File: config.mk
export PLATFORM = sky130hd
export DESIGN_NAME = uart_tx_arbiter_flat
export DESIGN_NICKNAME = d
export VERILOG_FILES = /design/src/rtl/uart_pkg.sv /design/src/rtl/uart_tx_arbiter_if.sv /design/src/rtl/uart_rr_pick.sv /design/src/rtl/uart_tx_arbiter.sv /design/src/flat_wrapper.sv
export SDC_FILE = /design/constraint.sdc
export NUM_CORES = 1
export LEC_CHECK = 0
export CAP_MARGIN = 15
export CORE_UTILIZATION = 35
export DETAILED_ROUTE_END_ITERATION = 8
export GPL_TIMING_DRIVEN = 0
export PLACE_DENSITY = 0.72
export SETUP_SLACK_MARGIN = 0.1
export SLEW_MARGIN = 10
export SYNTH_ARGS = -nofsm -noshare
export SYNTH_HDL_FRONTEND = slang
export SYNTH_HIERARCHICAL = 1
export SYNTH_SLANG_ARGS = --single-unit
File: constraint.sdc
create_clock -name clk -period 2.1 [get_ports clk]
set_input_delay 0.315 -clock clk [delete_from_list [all_inputs] [get_ports clk]]
set_output_delay 0.315 -clock clk [all_outputs]
set_load 0.05 [all_outputs]
File: src/rtl/uart_pkg.sv
// Shared definitions for the UART transmit arbiter.
//   arb_state_e : arbiter FSM state encoding
//   DefN        : default number of requesters
//   DefTimeout  : default watchdog limit (cycles spent waiting for busy_tx)
//   CntW        : watchdog counter width
package uart_pkg;

  typedef enum logic [1:0] {
    StIdle     = 2'd0,
    StLaunch   = 2'd1,
    StWaitBusy = 2'd2,
    StWaitDone = 2'd3
  } arb_state_e;

  localparam int unsigned DefN       = 4;
  localparam int unsigned DefTimeout = 16;
  localparam int unsigned CntW       = 8;

endpackage

File: src/rtl/uart_tx_arbiter_if.sv
// Bundle between the byte requesters / UART and the transmit arbiter.
//   req[N]        requester byte request (level)
//   data[8*N]     requester i byte on data[8*i+7:8*i]
//   ack[N]        one-cycle pulse, requester's byte taken
//   transmit      one-cycle launch pulse to the UART
//   data_tx[8]    byte handed to the UART
//   busy_tx       UART frame in flight
//   active        arbiter not idle
//   active_id     current / last granted requester
//   err           one-cycle pulse on watchdog abort
// master: requesters + UART side; slave: arbiter side.
interface uart_tx_arbiter_if #(
  parameter int unsigned N   = uart_pkg::DefN,
  parameter int unsigned IDW = 2
) ();

  logic [N-1:0]   req;
  logic [8*N-1:0] data;
  logic [N-1:0]   ack;
  logic           transmit;
  logic [7:0]     data_tx;
  logic           busy_tx;
  logic           active;
  logic [IDW-1:0] active_id;
  logic           err;

  modport master (
    output req, data, busy_tx,
    input  ack, transmit, data_tx, active, active_id, err
  );

  modport slave (
    input  req, data, busy_tx,
    output ack, transmit, data_tx, active, active_id, err
  );

endinterface

File: src/rtl/uart_rr_pick.sv
// Combinational round-robin picker.
//   req[N]    request vector
//   ptr[IDW]  last granted index; search starts at ptr+1 and wraps mod N
//   valid     at least one request present
//   idx[IDW]  winning requester (ptr when nothing is requested)
module uart_rr_pick #(
  parameter int unsigned N   = uart_pkg::DefN,
  parameter int unsigned IDW = 2
) (
  input  logic [N-1:0]   req,
  input  logic [IDW-1:0] ptr,
  output logic           valid,
  output logic [IDW-1:0] idx
);

  logic [IDW-1:0] w_cand;

  // The pointer itself is checked last (offset N), so a lone requester that
  // was just served can still win again.
  always_comb begin
    valid  = 1'b0;
    idx    = ptr;
    w_cand = '0;
    for (int unsigned off = 1; off <= N; off++) begin
      w_cand = IDW'((ptr + off) % N);
      if (!valid && req[w_cand]) begin
        valid = 1'b1;
        idx   = w_cand;
      end
    end
  end

endmodule

File: src/rtl/uart_tx_arbiter.sv
// Round-robin arbiter sharing one UART transmitter among N byte requesters.
// One byte is launched per grant; the arbiter waits for the UART frame to
// complete before re-arbitrating. A watchdog aborts a launch the UART never
// acknowledges with busy_tx.
//   clk   system clock
//   nRst  asynchronous active-low reset
//   bus   uart_tx_arbiter_if.slave (requests, UART handshake, status)
// All outputs are registered.
module uart_tx_arbiter
  import uart_pkg::*;
#(
  parameter int unsigned N       = DefN,
  parameter int unsigned IDW     = 2,
  parameter int unsigned TIMEOUT = DefTimeout
) (
  input  logic               clk,
  input  logic               nRst,
  uart_tx_arbiter_if.slave   bus
);

  localparam logic [CntW-1:0] TimeoutLast = CntW'(TIMEOUT - 1);
  localparam logic [IDW-1:0]  IdReset     = IDW'(N - 1);

  arb_state_e      r_state, w_state_d;
  logic [CntW-1:0] r_cnt, w_cnt_d;
  logic [N-1:0]    r_ack, w_ack_d;
  logic            r_transmit, w_transmit_d;
  logic [7:0]      r_data_tx, w_data_tx_d;
  logic            r_active, w_active_d;
  logic [IDW-1:0]  r_active_id, w_active_id_d;
  logic            r_err, w_err_d;

  logic            w_pick_valid;
  logic [IDW-1:0]  w_pick_idx;
  logic [7:0]      w_pick_byte;

  // active_id doubles as the round-robin pointer; its reset value of N-1
  // gives requester 0 top priority after reset.
  uart_rr_pick #(
    .N   (N),
    .IDW (IDW)
  ) u_pick (
    .req   (bus.req),
    .ptr   (r_active_id),
    .valid (w_pick_valid),
    .idx   (w_pick_idx)
  );

  always_comb begin
    w_pick_byte = '0;
    for (int i = 0; i < N; i++) begin
      if (w_pick_idx == IDW'(i)) begin
        w_pick_byte = bus.data[8*i +: 8];
      end
    end
  end

  always_comb begin
    w_state_d     = r_state;
    w_cnt_d       = r_cnt;
    w_ack_d       = '0;
    w_transmit_d  = 1'b0;
    w_data_tx_d   = r_data_tx;
    w_active_d    = r_active;
    w_active_id_d = r_active_id;
    w_err_d       = 1'b0;

    unique case (r_state)
      StIdle: begin
        // A UART still busy from elsewhere blocks new grants.
        if (w_pick_valid && !bus.busy_tx) begin
          w_active_id_d       = w_pick_idx;
          w_data_tx_d         = w_pick_byte;
          w_ack_d[w_pick_idx] = 1'b1;
          w_active_d          = 1'b1;
          w_state_d           = StLaunch;
        end
      end
      StLaunch: begin
        w_transmit_d = 1'b1;
        w_cnt_d      = '0;
        w_state_d    = StWaitBusy;
      end
      StWaitBusy: begin
        if (bus.busy_tx) begin
          w_state_d = StWaitDone;
        end else if (r_cnt == TimeoutLast) begin
          // Byte is dropped; the requester already had its ack.
          w_err_d    = 1'b1;
          w_active_d = 1'b0;
          w_state_d  = StIdle;
        end else begin
          w_cnt_d = r_cnt + 1'b1;
        end
      end
      StWaitDone: begin
        if (!bus.busy_tx) begin
          w_active_d = 1'b0;
          w_state_d  = StIdle;
        end
      end
      default: begin
        w_state_d = StIdle;
      end
    endcase
  end

  always_ff @(posedge clk or negedge nRst) begin
    if (!nRst) begin
      r_state     <= StIdle;
      r_cnt       <= '0;
      r_ack       <= '0;
      r_transmit  <= 1'b0;
      r_data_tx   <= 8'h00;
      r_active    <= 1'b0;
      r_active_id <= IdReset;
      r_err       <= 1'b0;
    end else begin
      r_state     <= w_state_d;
      r_cnt       <= w_cnt_d;
      r_ack       <= w_ack_d;
      r_transmit  <= w_transmit_d;
      r_data_tx   <= w_data_tx_d;
      r_active    <= w_active_d;
      r_active_id <= w_active_id_d;
      r_err       <= w_err_d;
    end
  end

  assign bus.ack       = r_ack;
  assign bus.transmit  = r_transmit;
  assign bus.data_tx   = r_data_tx;
  assign bus.active    = r_active;
  assign bus.active_id = r_active_id;
  assign bus.err       = r_err;

endmodule
File: src/flat_wrapper.sv
// flat-port wrapper written by rule: the top's interface ports become plain ports
module uart_tx_arbiter_flat import uart_pkg::*;
#(
  parameter int unsigned N       = DefN,
  parameter int unsigned IDW     = 2,
  parameter int unsigned TIMEOUT = DefTimeout
)
  (clk, nRst, bus_req, bus_data, bus_busy_tx, bus_ack, bus_transmit, bus_data_tx, bus_active, bus_active_id, bus_err);
  uart_tx_arbiter_if #(.N(N), .IDW(IDW)) bus_i ();
  input  logic clk;
  input  logic nRst;
  input wire logic [$bits(bus_i.req)-1:0] bus_req;
  input wire logic [$bits(bus_i.data)-1:0] bus_data;
  input wire logic [$bits(bus_i.busy_tx)-1:0] bus_busy_tx;
  output wire logic [$bits(bus_i.ack)-1:0] bus_ack;
  output wire logic [$bits(bus_i.transmit)-1:0] bus_transmit;
  output wire logic [$bits(bus_i.data_tx)-1:0] bus_data_tx;
  output wire logic [$bits(bus_i.active)-1:0] bus_active;
  output wire logic [$bits(bus_i.active_id)-1:0] bus_active_id;
  output wire logic [$bits(bus_i.err)-1:0] bus_err;
  assign bus_i.req = bus_req;
  assign bus_i.data = bus_data;
  assign bus_i.busy_tx = bus_busy_tx;
  assign bus_ack = bus_i.ack;
  assign bus_transmit = bus_i.transmit;
  assign bus_data_tx = bus_i.data_tx;
  assign bus_active = bus_i.active;
  assign bus_active_id = bus_i.active_id;
  assign bus_err = bus_i.err;
  uart_tx_arbiter #(.N(N), .IDW(IDW), .TIMEOUT(TIMEOUT)) u_core (.clk(clk), .nRst(nRst), .bus(bus_i));
endmodule
==> flow_summary_export.csv, run 1 <==
group,metric,value,unit
run_status,status,"finished with violations",
run_status,violations,"setup timing",
routing,dr.pass1.iters,4,
setup_path,critPathLaunchType,"flip-flop",
clocking,htreeDepth,1,
synth,synth_cells,117,
synth,synth.top_cell.area_share,0.445,
floorplan,die_area,4270,µm²
timing,tightest_slew,0.605,ns
final_layout,antenna_cells,0,
place,portBuffers,55,
timing,hold_viol,0,
floorplan,initial_core_util,0.375,
synth,yosysSeqAreaShare,0.483,
clocking,cts-buffers-inserted,3,
synth,ys.flop_type,"dfrtp_1",
synth,synthesis.area,1410,µm²
final_layout,final_nets,221,
final_layout,nFillCells,316,
global_route,grt_first_pass_wirelength,5720,µm
global_route,grtUsageTotal,0.178,
final_layout,stdcell_area,2140,µm²
synth,syn-num-nets,157,
synth,ys_seq_elements,27,
power_and_ir_drop,power.leakage,0.903,nW
timing,period_needed,2.17,ns
synth,avgSynthCellArea,12.0,µm²
flow_run,maxCapViolCount,0,
synth,synth.most_common_cell,"dfrtp_1",
clocking,hold_buffers,0,
power_and_ir_drop,powerDensity,1260,nW/µm²
power_and_ir_drop,ir_worst_vdd,0.000711,V
setup_path,end_kind,"flip-flop",
clocking,clock_path_buffers,2,
timing,setup_viol,8,
final_layout,instances_no_fill,228,
routing,drt_iter0_markers,37,
setup_path,required,2.27,ns
place,place_ws,-0.434,ns
final_layout,multiInputGateArea,701,µm²
synth,ys_top_cells_by_count,"dfrtp_1, inv_1, mux2_2, mux4_2, nand2_1",
synth,synthTopCellsByArea,"dfrtp_1, mux4_2, mux2_2, dfstp_2, mux2i_1",
clocking,cts_tree,"built",
floorplan,core-area,3740,µm²
synth,yosysTopAreaCell,"dfrtp_1",
synth,synth_warnings,6,
clocking,clockRootBuffer,"clkbuf_8",
setup_path,crit_fanout,10,
synth,synthArstFlopShare,1.00,
clocking,cts_sinks,27,
floorplan,rows,22,
place,dp_cells,221,
synth,synth_edf_count,0,
setup_path,critPathKind,"flip-flop to flip-flop",
setup_path,crit_arrival,2.34,ns
routing,vias_per_cell,5.38,
timing,clock.fmax,461,MHz
timing,fin_crit_sh,1.03,
min_path,hold_path.class,"input port to asynchronous set/reset pin",
clocking,path_clk_slew,0.10,ns
place,gp_congestion,0.795,
floorplan,dieWidth,65.4,µm
timing,skew,0.00386,ns
floorplan,die_h,65.4,µm
final_layout,drive_gt1_frac,0.172,
clocking,clk_latency,0.28,ns
final_layout,regArea,682,µm²
place,place_hpwl,2570,µm
power_and_ir_drop,power.total,2.70,mW
timing,relSlewSlack,0.595,
routing,ant_nets,0,
global_route,grt_overflow,0,
place,dpl_cell_area,2040,µm²
timing,setup_ws,-0.0702,ns
routing,wl_per_cell,15.1,µm
timing,rsz0062_at_grt,"true",
routing,wl,3440,µm
final_layout,syn_to_final_growth,52.3,%
routing,drc,0,
routing,vias,1226,
global_route,antenna_found_initial,0,
global_route,grt_max_degree,19,
synth,synthDistinctLibCells,36,
global_route,grt_pass1_vias,1225,
floorplan,ios,56,
final_layout,post-route-util,0.572,
timing,drv_slew,0,
[cells by family after synthesis]
family                     after synthesis  synth area share
muxes                                   21             0.228
AOI/OAI and AO/OA                       21            0.0953
buffers and inverters                   12            0.0356
DFF                                     27             0.483
and+or+nand+nor                         35             0.150
adders and majority gates                1           0.00890
[layout by cell type, fill, tap and decap left out, types with 2 or more instances in the layout]
cell type / Yosys / layout
or4_1: 2 / 2
dfrtp_1: 25 / 25
nor3_1: 4 / 4
dlygate4sd2_1: 0 / 2
nor2b_1: 2 / 2
mux2i_1: 5 / 5
nand4b_1: 3 / 3
and3_1: 2 / 2
mux2_4: 0 / 3
nand2_1: 8 / 8
mux4_2: 8 / 8
nand2b_1: 2 / 2
buf_4: 1 / 3
mux2_2: 8 / 5
a21oi_1: 7 / 6
nor2_1: 5 / 5
nor3b_1: 2 / 2
clkbuf_8: 0 / 4
inv_1: 8 / 8
o21ai_0: 4 / 4
clkdlybuf4s50_1: 0 / 53
[repair_timing]
| action | 4_1_cts | 5_1_grt |
|---|---|---|
| setup endpoints to repair | 16 | 8 |
| gates resized for setup | 9 | 1 |
| gates cloned | 0 | 0 |
| setup buffers | 3 | 0 |
[cell type report]
type,count,area share
Clock buffer,3,0.0193
Buffer,4,0.0170
Timing Repair Buffer,59,0.272
Multi-Input combinational cell,78,0.327
Inverter,8,0.0140
Clock inverter,1,0.00351
Sequential cell,27,0.319
Tap cell,48,0.0281
[report_power, final]
part           total, mW  leakage (nW)  switching [mW]  internal [mW]
combinational       1.53         0.538           0.841          0.690
clock              0.307        0.0217           0.172          0.135
sequential         0.863         0.342           0.154          0.710
total               2.70         0.903            1.17           1.53
[flip-flops by register name (all words and copies together), names as in the netlist]
signal                count
u_core/bus.active_id      2
u_core/bus.transmit       1
u_core/r_state            2
u_core/bus.data_tx        8
u_core/bus.ack            4
u_core/r_cnt              8
u_core/bus.err            1
u_core/bus.active         1
[per-layer routing]
metal | vias to the layer above | GRT usage | share of wire
li1 | 561 | - | -
met1 | 621 | 0.230 | 0.41
met2 | 39 | 0.299 | 0.53
met3 | 5 | 0.0295 | 0.046
met4 | 0 | 0.0652 | 0.013
met5 | - | 0 | 0
[worst max-delay path, stage by stage, from the launching register on]
cell,delay (ns)
dfstp_4,0.65
mux2i_1,0.19
nor2_1,0.05
a221o_1,0.30
buf_6,0.17
mux4_2,0.43
mux2_4,0.27
[stage by stage]
stage,TNS [ns],hold slack (ns)
final,-0.409,0.366
after global routing,-0.860,0.385
after CTS,-0.335,0.381
after detailed placement,-4.34,0.472
after global placement,-3.94,0.460
after floorplan,-0.837,0.0194
[final timing paths]
path / start / end / slack, ns / cells past startpoint
worst min register to register: u_core/r_cnt[7] / u_core/r_cnt[7] / 0.49 / 1
max in group asynchronous: nRst / u_core/bus.active_id[1] / 1.16 / 2
worst max-delay path: u_core/bus.active_id[1] / u_core/bus.data_tx[3] / -0.07 / 6
worst max register to register: u_core/bus.active_id[1] / u_core/bus.data_tx[3] / -0.07 / 6
min in group clk: u_core/r_cnt[7] / u_core/r_cnt[7] / 0.49 / 1
worst min-delay path: nRst / u_core/r_cnt[6] / 0.37 / 1
No activity file was read; power rests on OpenSTA's default activity.
==> inputs of run 2 (changes only) <==
- SKIP_CTS_REPAIR_TIMING: default -> 1
==> run 2 against run 1 <==
Net effect:
- the run still ends with setup timing left
- utilization increased by 0.27 points
- cell area increased by 0.47%
- maximum frequency decreased by 2.8%
- clock power about the same
- power increased by 0.68%
- largest cell class unchanged
- critical path depth unchanged
==> flow_summary_export.csv, run 2 (same netlist as run 1, synthesis figures left out) <==
group,metric,value,unit
power_and_ir_drop,p_int,1.55,mW
clocking,clock_path_buffers,2,
routing,drc,0,
timing,drv_slew,0,
timing,tightest_slew,0.606,ns
floorplan,initial_core_util,0.375,
clocking,cts-buffers-inserted,3,
global_route,grt_overflow,0,
routing,vias,1214,
timing,relSlewSlack,0.595,
routing,dr.pass1.iters,4,
clocking,clockRootBuffer,"clkbuf_8",
clocking,cts_tree,"built",
timing,fin_tns_setup,-0.944,ns
routing,wl,3450,µm
timing,fin_crit_sh,1.06,
power_and_ir_drop,p_seq_frac,0.320,
power_and_ir_drop,powerDensity,1270,nW/µm²
place,dpl_cell_area,2040,µm²
power_and_ir_drop,switching_share,0.429,
final_layout,syn_to_final_growth,53.0,%
timing,worst_hold_slack,0.360,ns
final_layout,nFillCells,316,
setup_path,crit_fanout,6,
floorplan,die_h,65.4,µm
global_route,grt_max_degree,19,
floorplan,dieWidth,65.4,µm
run_status,violations,"setup timing",
final_layout,final_nets,222,
timing,setup_viol,8,
routing,wl_per_cell,15.1,µm
setup_path,critPathKind,"flip-flop to flip-flop",
final_layout,drive_gt1_frac,0.177,
timing,rsz0062_at_grt,"true",
routing,ant_nets,0,
clocking,clk_latency,0.28,ns
global_route,grtUsageTotal,0.174,
final_layout,stdcell_area,2150,µm²
place,portBuffers,55,
power_and_ir_drop,netSwitchingPower,1.17,mW
timing,setup_ws,-0.133,ns
routing,drt_iter0_markers,41,
setup_path,critPathLaunchType,"flip-flop",
final_layout,instances_no_fill,229,
global_route,grt_pass1_vias,1190,
setup_path,end_kind,"flip-flop",
run_status,status,"finished with violations",
min_path,hold_path.class,"input port to asynchronous set/reset pin",
final_layout,antenna_cells,0,
power_and_ir_drop,power.leakage,0.927,nW
global_route,grt_first_pass_wirelength,5560,µm
clocking,cts_sinks,27,
floorplan,ios,56,
clocking,path_clk_slew,0.10,ns
place,dp_cells,221,
floorplan,die_area,4270,µm²
setup_path,crit_arrival,2.40,ns
floorplan,core-area,3740,µm²
setup_path,required,2.27,ns
power_and_ir_drop,ir_worst_vdd,0.000709,V
final_layout,layout_commonest_cell,"clkdlybuf4s50_1",
timing,skew,0.00405,ns
place,gp_congestion,0.795,
floorplan,rows,22,
routing,vias_per_cell,5.30,
flow_run,maxCapViolCount,0,
timing,clock.fmax,448,MHz
clocking,htreeDepth,1,
place,place_hpwl,2570,µm
timing,period_needed,2.23,ns
power_and_ir_drop,clkPwrFrac,0.113,
power_and_ir_drop,combPwrFrac,0.567,
final_layout,mostFrequentLayoutCells,"clkdlybuf4s50_1, dfrtp_1, nand2_1, inv_1, mux4_2",
global_route,antenna_found_initial,0,
timing,hold_viol,0,
-- run 2: changes by cell type in the layout (fill, tap and decap cells not counted), sizes merged --
cell          delta
buf              +2
dlygate4sd2      -2
dlymetal6s2s     +2
clkbuf           -1
-- run 2: worst paths after layout --
path                                              start                       to  slack [ns]  cells past startpoint
min in group clk                        u_core/r_cnt[7]          u_core/r_cnt[7]        0.49                      1
max in group asynchronous                          nRst  u_core/bus.active_id[1]        1.17                      2
worst min-delay path                               nRst          u_core/r_cnt[6]        0.36                      1
worst max-delay path            u_core/bus.active_id[1]    u_core/bus.data_tx[3]       -0.13                      6
worst max register to register  u_core/bus.active_id[1]    u_core/bus.data_tx[3]       -0.13                      6
worst min register to register          u_core/r_cnt[7]          u_core/r_cnt[7]        0.49                      1
-- run 2: metal layers --
metal  up-vias  track usage  part of all wire
met5         -            0                 0
met4         0       0.0652             0.013
met3         5       0.0295             0.044
met2        35        0.294              0.53
met1       611        0.221              0.42
li1        563            -                 -
-- run 2: stage by stage --
step,util,worst slack (ns),total power [mW]
2_1_floorplan,-,-0.140,1.85
3_3_place_gp,0.541,-0.401,2.27
3_5_place_dp,0.545,-0.434,2.32
4_1_cts,0.558,-0.169,2.63
5_1_grt,0.574,-0.164,2.87
6_report,0.574,-0.133,2.72
-- run 2: area by class of cell --
class,instances,area [µm²],share of cell area
Buffer,4,27.5,0.0128
Sequential cell,27,682,0.317
Multi-Input combinational cell,78,697,0.324
Tap cell,48,60.1,0.0279
Inverter,8,30.0,0.0140
Timing Repair Buffer,60,604,0.281
Clock inverter,1,7.51,0.00349
Clock buffer,3,41.3,0.0192
-- run 2: power groups by stage --
stage	Combinational, mW	Sequential (mW)	Clock, mW
floorplan	0.578	1.27	0
global placement	1.41	0.862	0
detailed placement	1.45	0.877	0
CTS	1.45	0.868	0.313
global route	1.64	0.895	0.339
finish	1.54	0.869	0.308
-- run 2: critical path, stage by stage, from the launching register on --
cell	delay [ns]
dfstp_4	0.67
buf_6	0.11
o22ai_1	0.07
a221o_1	0.41
buf_6	0.17
mux4_2	0.43
mux2_4	0.27
